--- config.mk ---
export PLATFORM = sky130hd
export DESIGN_NAME = ram_store_scheduler_flat
export DESIGN_NICKNAME = d
export VERILOG_FILES = /design/src/rtl/ram_store_scheduler_if.sv /design/src/rtl/ram_store_scheduler.sv /design/src/flat_wrapper.sv
export SDC_FILE = /design/constraint.sdc
export NUM_CORES = 1
export LEC_CHECK = 0
export ABC_CLOCK_PERIOD_IN_PS = 26100
export CAP_MARGIN = 30
export CELL_PAD_IN_SITES_DETAIL_PLACEMENT = 0
export CELL_PAD_IN_SITES_GLOBAL_PLACEMENT = 1
export CORE_MARGIN = 2
export CORE_UTILIZATION = 43
export DETAILED_ROUTE_END_ITERATION = 6
export GPL_ROUTABILITY_DRIVEN = 0
export PLACE_DENSITY = 0.92
export SLEW_MARGIN = 25
export SYNTH_ARGS = -nofsm -noshare
export SYNTH_HDL_FRONTEND = slang
export SYNTH_SLANG_ARGS = --single-unit
--- constraint.sdc ---
create_clock -name clk -period 26.1 [get_ports clk]
set_clock_uncertainty 0.05 [all_clocks]
set_input_delay 5.22 -clock clk [delete_from_list [all_inputs] [get_ports clk]]
set_output_delay 5.22 -clock clk [all_outputs]
set_load 0.01 [all_outputs]
--- src/rtl/ram_store_scheduler_if.sv ---
// Producer-side bus of the sensor RAM store scheduler: per-requester word posts,
// the HOLD/clear controls and the byte-wide RAM write port with status.
interface ram_store_scheduler_if #(
    parameter int NUM_REQ    = 11,
    parameter int ADDR_WIDTH = 9
);
    logic [NUM_REQ-1:0]            req;
    logic [NUM_REQ*32-1:0]         req_data;
    logic [NUM_REQ*ADDR_WIDTH-1:0] req_addr;
    logic [NUM_REQ*2-1:0]          req_len;
    logic                          hold;
    logic                          overrun_clear;
    logic                          write_en;
    logic [ADDR_WIDTH-1:0]         waddr;
    logic [7:0]                    wdata;
    logic                          busy;
    logic [NUM_REQ-1:0]            done;
    logic [NUM_REQ-1:0]            overrun;

    modport master (
        output req, req_data, req_addr, req_len, hold, overrun_clear,
        input  write_en, waddr, wdata, busy, done, overrun
    );

    modport slave (
        input  req, req_data, req_addr, req_len, hold, overrun_clear,
        output write_en, waddr, wdata, busy, done, overrun
    );
endinterface

--- src/rtl/ram_store_scheduler.sv ---
// Round-robin arbiter that serialises posted 32-bit words into little-endian
// byte writes on the shared sensor RAM, one pending word held per requester.
module ram_store_scheduler #(
    parameter int NUM_REQ    = 11,
    parameter int ADDR_WIDTH = 9
) (
    input  logic                  clk,
    input  logic                  rst,
    ram_store_scheduler_if.slave  bus
);
    localparam int IDX_W = (NUM_REQ > 1) ? $clog2(NUM_REQ) : 1;

    typedef enum logic {IDLE, WRITE} state_t;

    state_t                  state_reg, state_next;
    logic [IDX_W-1:0]        last_grant_reg, grant_reg, winner, cand;
    logic                    found, start;
    logic [31:0]             burst_data_reg;
    logic [ADDR_WIDTH-1:0]   burst_addr_reg;
    logic [1:0]              burst_len_reg, idx_reg, idx_next;

    logic                    write_en_reg, write_en_next;
    logic [ADDR_WIDTH-1:0]   waddr_reg, waddr_next;
    logic [7:0]              wdata_reg, wdata_next;
    logic                    busy_reg, busy_next;
    logic [NUM_REQ-1:0]      done_reg, done_next;

    logic [NUM_REQ-1:0]      pending_vec, overrun_vec;
    logic [31:0]             data_hold [NUM_REQ];
    logic [ADDR_WIDTH-1:0]   addr_hold [NUM_REQ];
    logic [1:0]              len_hold  [NUM_REQ];

    // Per-requester holding registers; a re-post while still pending is an
    // overrun unless that requester is being granted on the same edge.
    for (genvar gi = 0; gi < NUM_REQ; gi++) begin : g_req
        logic [31:0]           data_reg;
        logic [ADDR_WIDTH-1:0] addr_reg;
        logic [1:0]            len_reg;
        logic                  pending_reg, overrun_reg, grant_i;

        assign grant_i = start && (winner == IDX_W'(gi));

        always_ff @(posedge clk or posedge rst) begin
            if (rst) begin
                data_reg    <= '0;
                addr_reg    <= '0;
                len_reg     <= '0;
                pending_reg <= 1'b0;
                overrun_reg <= 1'b0;
            end else begin
                if (bus.req[gi]) begin
                    data_reg    <= bus.req_data[32*gi +: 32];
                    addr_reg    <= bus.req_addr[ADDR_WIDTH*gi +: ADDR_WIDTH];
                    len_reg     <= bus.req_len[2*gi +: 2];
                    pending_reg <= 1'b1;
                end else if (grant_i) begin
                    pending_reg <= 1'b0;
                end
                if (bus.overrun_clear)
                    overrun_reg <= 1'b0;
                else if (bus.req[gi] && pending_reg && !grant_i)
                    overrun_reg <= 1'b1;
            end
        end

        assign pending_vec[gi] = pending_reg;
        assign overrun_vec[gi] = overrun_reg;
        assign data_hold[gi]   = data_reg;
        assign addr_hold[gi]   = addr_reg;
        assign len_hold[gi]    = len_reg;
    end

    // Scan from farthest to nearest so the requester closest after
    // last_grant is the last assignment and therefore wins.
    always_comb begin
        winner = '0;
        found  = 1'b0;
        cand   = '0;
        for (int k = NUM_REQ; k >= 1; k--) begin
            cand = IDX_W'((int'(last_grant_reg) + k) % NUM_REQ);
            if (pending_vec[cand]) begin
                winner = cand;
                found  = 1'b1;
            end
        end
    end

    always_ff @(posedge clk or posedge rst) begin
        if (rst)
            state_reg <= IDLE;
        else
            state_reg <= state_next;
    end

    always_comb begin
        state_next    = state_reg;
        idx_next      = idx_reg;
        start         = 1'b0;
        write_en_next = 1'b0;
        busy_next     = 1'b0;
        waddr_next    = waddr_reg;
        wdata_next    = wdata_reg;
        done_next     = '0;
        case (state_reg)
            IDLE: begin
                if (!bus.hold && found) begin
                    start         = 1'b1;
                    state_next    = WRITE;
                    idx_next      = 2'd0;
                    write_en_next = 1'b1;
                    busy_next     = 1'b1;
                    waddr_next    = addr_hold[winner];
                    wdata_next    = data_hold[winner][7:0];
                end
            end
            WRITE: begin
                if (idx_reg == burst_len_reg) begin
                    state_next = IDLE;
                    done_next  = NUM_REQ'(1) << grant_reg;
                end else begin
                    idx_next      = idx_reg + 2'd1;
                    write_en_next = 1'b1;
                    busy_next     = 1'b1;
                    waddr_next    = burst_addr_reg + ADDR_WIDTH'(idx_next);
                    wdata_next    = 8'(burst_data_reg >> {idx_next, 3'b000});
                end
            end
            default: state_next = IDLE;
        endcase
    end

    always_ff @(posedge clk or posedge rst) begin
        if (rst) begin
            last_grant_reg <= IDX_W'(NUM_REQ - 1);
            grant_reg      <= '0;
            burst_data_reg <= '0;
            burst_addr_reg <= '0;
            burst_len_reg  <= '0;
            idx_reg        <= '0;
            write_en_reg   <= 1'b0;
            waddr_reg      <= '0;
            wdata_reg      <= '0;
            busy_reg       <= 1'b0;
            done_reg       <= '0;
        end else begin
            idx_reg      <= idx_next;
            write_en_reg <= write_en_next;
            waddr_reg    <= waddr_next;
            wdata_reg    <= wdata_next;
            busy_reg     <= busy_next;
            done_reg     <= done_next;
            if (start) begin
                last_grant_reg <= winner;
                grant_reg      <= winner;
                burst_data_reg <= data_hold[winner];
                burst_addr_reg <= addr_hold[winner];
                burst_len_reg  <= len_hold[winner];
            end
        end
    end

    assign bus.write_en = write_en_reg;
    assign bus.waddr    = waddr_reg;
    assign bus.wdata    = wdata_reg;
    assign bus.busy     = busy_reg;
    assign bus.done     = done_reg;
    assign bus.overrun  = overrun_vec;
endmodule

--- src/flat_wrapper.sv ---
// flat-port wrapper written by rule: the top's interface ports become plain ports
module ram_store_scheduler_flat 
#(
    parameter int NUM_REQ    = 11,
    parameter int ADDR_WIDTH = 9
)
  (clk, rst, bus_req, bus_req_data, bus_req_addr, bus_req_len, bus_hold, bus_overrun_clear, bus_write_en, bus_waddr, bus_wdata, bus_busy, bus_done, bus_overrun);
  ram_store_scheduler_if #(.NUM_REQ(NUM_REQ), .ADDR_WIDTH(ADDR_WIDTH)) bus_i ();
  input  logic clk;
  input  logic rst;
  input wire logic [$bits(bus_i.req)-1:0] bus_req;
  input wire logic [$bits(bus_i.req_data)-1:0] bus_req_data;
  input wire logic [$bits(bus_i.req_addr)-1:0] bus_req_addr;
  input wire logic [$bits(bus_i.req_len)-1:0] bus_req_len;
  input wire logic [$bits(bus_i.hold)-1:0] bus_hold;
  input wire logic [$bits(bus_i.overrun_clear)-1:0] bus_overrun_clear;
  output wire logic [$bits(bus_i.write_en)-1:0] bus_write_en;
  output wire logic [$bits(bus_i.waddr)-1:0] bus_waddr;
  output wire logic [$bits(bus_i.wdata)-1:0] bus_wdata;
  output wire logic [$bits(bus_i.busy)-1:0] bus_busy;
  output wire logic [$bits(bus_i.done)-1:0] bus_done;
  output wire logic [$bits(bus_i.overrun)-1:0] bus_overrun;
  assign bus_i.req = bus_req;
  assign bus_i.req_data = bus_req_data;
  assign bus_i.req_addr = bus_req_addr;
  assign bus_i.req_len = bus_req_len;
  assign bus_i.hold = bus_hold;
  assign bus_i.overrun_clear = bus_overrun_clear;
  assign bus_write_en = bus_i.write_en;
  assign bus_waddr = bus_i.waddr;
  assign bus_wdata = bus_i.wdata;
  assign bus_busy = bus_i.busy;
  assign bus_done = bus_i.done;
  assign bus_overrun = bus_i.overrun;
  ram_store_scheduler #(.NUM_REQ(NUM_REQ), .ADDR_WIDTH(ADDR_WIDTH)) u_core (.clk(clk), .rst(rst), .bus(bus_i));
endmodule
==> out/metrics.csv, run 1 <==
metric;value;unit
status;completed;
die width;283;um
clock buffer depth;3;
# setup viols final;0;
root buffer cell;clkbuf_16;
Mapped Avg Cell Area;11.1;um2
pin count of the biggest net entering global routing;176;
WS Path Type;register to register;
nets;3968;
FF-to-FF End;u_core.burst_data_reg[27];
final instance area;41600;um2
Critical Path AT;10.06;ns
post-cts resize count;0;
hold wc startpoint;u_core.grant_reg[3];
setup slack, reg-to-reg;16.53;ns
routed len/inst;27.9;um
die area;80200;um2
initial antenna violation count;44;
relative slew slack;31.1;%
RSZ-0062 raised after global routing;false;
crit-path max FO;94;
cell count after synthesis;3030;
IO Count;529;
# rows;102;
DRC violations left;0;
Final ANT Viol Nets;0;
H-tree levels;2;
startpoint types;register;
Slew @ Worst Pin;1.03;ns
maxcap violations;0;
CP required;26.59;ns
Setup crit end kind;register;
Post-synth ARST share;100;%
GRT Overall Usage;30.6;%
Seq/Total Area, Yosys;42.9;%
Clock Sinks;575;
initial detailed-routing violation count;3556;
setup TNS;0;ns
Cell Area, Placed;39400;um2
gr ovfl total;0;
max reg flops;352;
DRT Wirelength;127000;um
FF-to-FF path depth;25;
final hold vios;0;
CTS Buf Count;61;
Vias/cell;6.28;
Slowest-stage cell, CP;dfstp_2;
Synth Flop Type;dfrtp_1;
Slew Viols, Final;0;
Synth Cell Area;33500;um2
WHS Path Cells;1;
Clock Pin Slew Worst Setup and Hold Paths;0.06;ns
worst r2r src;u_core.last_grant_reg[1];
critical path's most frequent cell;ha_1;
fmax;105;MHz
layout cells sized above 1;23.5;%
vias in the first global route;28000;
hold crit path type;register to register;
clk_lat worst skew;0.67;ns
synthesized net count;3564;
hold buffer count at cts;0;
CTS tree;built;
vias;28600;
register bit total from synthesis;575;
die outline height;283;um
final worst-path cycle share;36.7;%
Max stage delay on crit path;0.87;ns
dpl hpwl;92100;um
Largest delay share family, worst path;compound AO/OA/AOI/OAI gates;
postcts setup bufs;0;
CP Buf/Inv Count;5;
Port Buffers;528;
core area;77300;um2
P&R area growth vs syn;24.2;%
drt pass-1 iters;6;
Tmin final;9.57;ns
Initial Util;43.4;%
synth warn;0;
Hold EP;u_core.grant_reg[3];
first-pass GRT wire length;186000;um
EDFF count, synth;0;
Synth cell types;121;
## per-layer routing
metal / share of wire [%] / GRT usage [%]
met5: 0.076 / 0
met4: 4.8 / 14.2
met3: 10 / 7.80
met2: 47 / 48.4
met1: 38 / 39.3
## synth_stat cells (all sizes together) (10+ instances only)
cell	count	area (um2)
nor4	12	90.1
o211ai	42	320
or2	12	75.1
o211a	37	370
a2111oi	28	353
a311oi	36	315
a31oi	19	140
nand2b	34	215
dfrtp	573	14300
a211o	13	114
mux4	11	248
nor2b	22	138
o32a	28	280
or3	11	68.8
a221oi	25	231
a21oi	159	837
xnor2	28	268
o22ai	42	275
a221o	29	290
nor2	110	425
mux2	562	6370
o221ai	12	105
nand4	13	81.3
a211oi	99	758
nand2	155	592
buf	118	754
a21o	22	173
and2	19	119
nand3	89	445
inv	74	278
mux2i	97	971
o32ai	10	129
o21ai	121	609
clkbuf	121	458
nor3	33	165
ha	45	563
## logic make-up after synthesis
logic type      after synthesis  synth area share (%)
xor+xnor                     35                  1.00
fa+ha+maj                    46                  1.74
flops                       575                  42.9
mux                         670                  22.6
buf+inv                     313                  4.44
compound gates              839                  19.1
simple gates                552                  8.20
## cell type report
class	instances	area, um2
Antenna cell	35	87.6
Clock buffer	93	1770
Clock inverter	22	365
Tap cell	1040	1300
Inverter	74	285
Timing Repair Buffer	580	5690
Multi-Input combinational cell	2142	17700
Sequential cell	575	14400
Fill cell	6682	35700
## cell usage in the layout (no fill, tap or decap), drive strengths merged, types with 36 or more instances in the layout
cell type      Yosys  layout
dfrtp            573     573
mux2             562     562
clkdlybuf4s50      0     517
a21oi            159     159
nand2            155     155
o21ai            121     121
nor2             110     110
a211oi            99      99
mux2i             97      97
clkbuf           121      95
nand3             89      89
inv               74      74
buf              118      61
ha                45      45
o211ai            42      42
o22ai             42      42
o211a             37      37
a311oi            36      36
## worst max-delay path by stage
| stage | start | end | cells after the start |
|---|---|---|---|
| final | u_core.last_grant_reg[1] | u_core.burst_data_reg[27] | 25 |
| after global routing | u_core.last_grant_reg[1] | u_core.bus.wdata[5] | 25 |
| after CTS | u_core.last_grant_reg[1] | u_core.burst_data_reg[27] | 25 |
| after detailed placement | u_core.last_grant_reg[1] | u_core.burst_data_reg[27] | 25 |
| after global placement | u_core.last_grant_reg[1] | u_core.burst_data_reg[27] | 25 |
| after floorplan | rst | u_core.burst_addr_reg[0] | 1 |
## through the flow
step | utilization (%) | instances | hold WS, ns | setup slack [ns]
2_1_floorplan | - | 3030 | 0.414 | 4.75
3_3_place_gp | 50.8 | 4405 | 0.426 | 16.90
3_5_place_dp | 50.9 | 4407 | 0.439 | 16.71
4_1_cts | 53.6 | 4522 | 0.453 | 16.68
5_1_grt | 53.8 | 4558 | 0.459 | 16.03
6_report | 53.8 | 4561 | 0.451 | 16.53
## worst reg2reg max path: cells and delay by family (launching register included)
| kind | cells | cell delay (ns) |
|---|---|---|
| buf+inv | 5 | 1.71 |
| fa+ha+maj | 3 | 1.11 |
| flops | 1 | 0.87 |
| xor+xnor | 2 | 0.82 |
| simple gates | 3 | 1.54 |
| compound gates | 11 | 2.96 |
| mux | 1 | 0.41 |
Power of run 1 is not shown: default switching activity piles up to over one toggle a cycle in this logic, so the estimate is an artifact.
==> run 2, diff against run 1 <==
--- a/config.mk
+++ b/config.mk
@@ -5,7 +5,7 @@
 export SDC_FILE = /design/constraint.sdc
 export NUM_CORES = 1
 export LEC_CHECK = 0
-export ABC_CLOCK_PERIOD_IN_PS = 26100
+export ABC_CLOCK_PERIOD_IN_PS = 9100
 export CAP_MARGIN = 30
 export CELL_PAD_IN_SITES_DETAIL_PLACEMENT = 0
 export CELL_PAD_IN_SITES_GLOBAL_PLACEMENT = 1
==> constraint.sdc (replaced) <==
create_clock -name clk -period 9.1 [get_ports clk]
set_clock_uncertainty 0.05 [all_clocks]
set_input_delay 1.82 -clock clk [delete_from_list [all_inputs] [get_ports clk]]
set_output_delay 1.82 -clock clk [all_outputs]
set_load 0.01 [all_outputs]
==> run 2 against run 1 <==
  * The flow now finishes with violations (DRC)
  * Register-to-register slack worse by 15 ns
  * Critical path depth down 2
  * Design area rose by 0.33%
  * Highest routed layer unchanged
==> out/metrics.csv, run 2 (synthesis results as in run 1) <==
metric;value;unit;change
layout cells sized above 1;24.0;%;+0.52 points
Final ANT Viol Nets;0;;unchanged
routed len/inst;27.7;um;-0.54%
first-pass GRT wire length;186000;um;about the same
pin count of the biggest net entering global routing;171;;-2.8%
IO Count;529;;unchanged
dpl ws;1.20;ns;-15.51 ns
most common cell after layout, fill and taps aside;dfrtp_1;;
Vias/cell;6.27;;-0.19%
H-tree levels;2;;unchanged
FF-to-FF path depth;23;;-8.0%
Clock Pin Slew Worst Setup and Hold Paths;0.06;ns;about the same
final instance area;41800;um2;+0.33%
initial detailed-routing violation count;3238;;-8.9%
CTS Buf Count;61;;unchanged
vias;28700;;+0.22%
fmax;125;MHz;+19%
WHS Path Cells;1;;unchanged
status;finished, violations left;;
nets;3997;;+0.73%
gr ovfl total;0;;unchanged
Port Buffers;528;;unchanged
die width;283;um;unchanged
core area;77300;um2;unchanged
root buffer cell;clkbuf_16;;
Cell Area, Placed;39600;um2;+0.65%
Setup crit end kind;register;;
CP required;9.61;ns;-16.98 ns
die outline height;283;um;unchanged
CTS tree;built;;
Critical Path AT;8.52;ns;-1.54 ns
clock buffer depth;3;;unchanged
Slew @ Worst Pin;1.09;ns;+0.0546 ns
clk_lat worst skew;0.67;ns;about the same
crit-path max FO;86;;-8.5%
DRC violations left;5;;+5
GRT Overall Usage;30.6;%;+0.034 points
hold crit path type;register to register;;
startpoint types;register;;
# setup viols final;0;;unchanged
failing checks;DRC;;
most frequent cells in the layout;572 x dfrtp_1, 534 x mux2_2, 517 x clkdlybuf4s50_1;;
RSZ-0062 raised after global routing;false;;
dpl hpwl;93100;um;+1.1%
# rows;102;;unchanged
post-cts resize count;0;;unchanged
final hold vios;0;;unchanged
hold buffer count at cts;0;;unchanged
Tmin final;8.01;ns;-1.55 ns
Final WS setup;1.09;ns;-15.45 ns
DRT Wirelength;127000;um;-0.12%
vias in the first global route;28100;;+0.53%
postcts setup bufs;0;;unchanged
final worst-path cycle share;88.1;%;+51 points
relative slew slack;25.4;%;-5.7 points
maxcap violations;0;;unchanged
P&R area growth vs syn;24.6;%;
drt pass-1 iters;7;;+1
Slew Viols, Final;0;;unchanged
Initial Util;43.4;%;unchanged
die area;80200;um2;unchanged
Clock Sinks;575;;unchanged
max reg flops;352;;unchanged
initial antenna violation count;65;;+48%
WS Path Type;register to register;;
## run 2: area by class of cell
cell class	instances	area, um2
diodes	34	85.1
multi-input cells	2142	17700
repair buffers	609	5930
clock buffers	91	1780
fillers	6706	35600
clock inverters	15	263
flip-flops and latches	575	14400
inverters	74	282
well taps	1040	1300
## run 2: path summary, 6_finish.rpt
kind | start | to | slack (ns)
min in group asynchronous | rst | u_core.g_req[1].addr_reg[4] | 1.43
max reg2reg | u_core.grant_reg[0] | u_core.burst_data_reg[12] | 1.09
max | u_core.grant_reg[0] | u_core.burst_data_reg[12] | 1.09
max in group asynchronous | rst | u_core.g_req[5].len_reg[0] | 5.74
min | u_core.burst_data_reg[28] | u_core.burst_data_reg[28] | 0.45
min reg2reg | u_core.burst_data_reg[28] | u_core.burst_data_reg[28] | 0.45
## run 2: metrics by stage
stage	std cells	hold WS [ns]	utilization [%]	TNS (ns)
floorplan	3030	0.414	-	-344.89
global placement	4437	0.425	51.2	0
detailed placement	4437	0.439	51.2	0
CTS	4543	0.453	53.9	0
global route	4579	0.465	54.0	0
finish	4580	0.451	54.0	0
## run 2: routing by layer
layer / routed length, um / global-route usage [%] / part of all wire, %
met1: 47800 / 38.2 / 38
met2: 57900 / 47.4 / 46
met3: 14000 / 9.91 / 11
met4: 6960 / 16.1 / 5.5
met5: 346 / 0 / 0.27
## run 2: worst max-delay path, stage by stage (launching register included)
cell and delay, ns:
dfrtp_4 0.57, inv_2 0.09, ha_1 0.42, xor2_2 0.43, ha_1 0.39, nor2_1 0.07
mux2i_1 0.36, o21ai_0 0.18, xnor2_1 0.24, ha_1 0.35, a2111o_1 0.50, a31oi_4 0.35
mux2_2 0.41, o41ai_2 0.51, nor4_4 0.11, o211ai_1 0.22, a32oi_2 0.17, a211o_2 0.37
nand2_8 0.09, buf_12 0.43, buf_4 0.55, mux2_2 0.39, a221o_1 0.29, o32a_1 0.29
Power of run 2 is left out for the same reason.
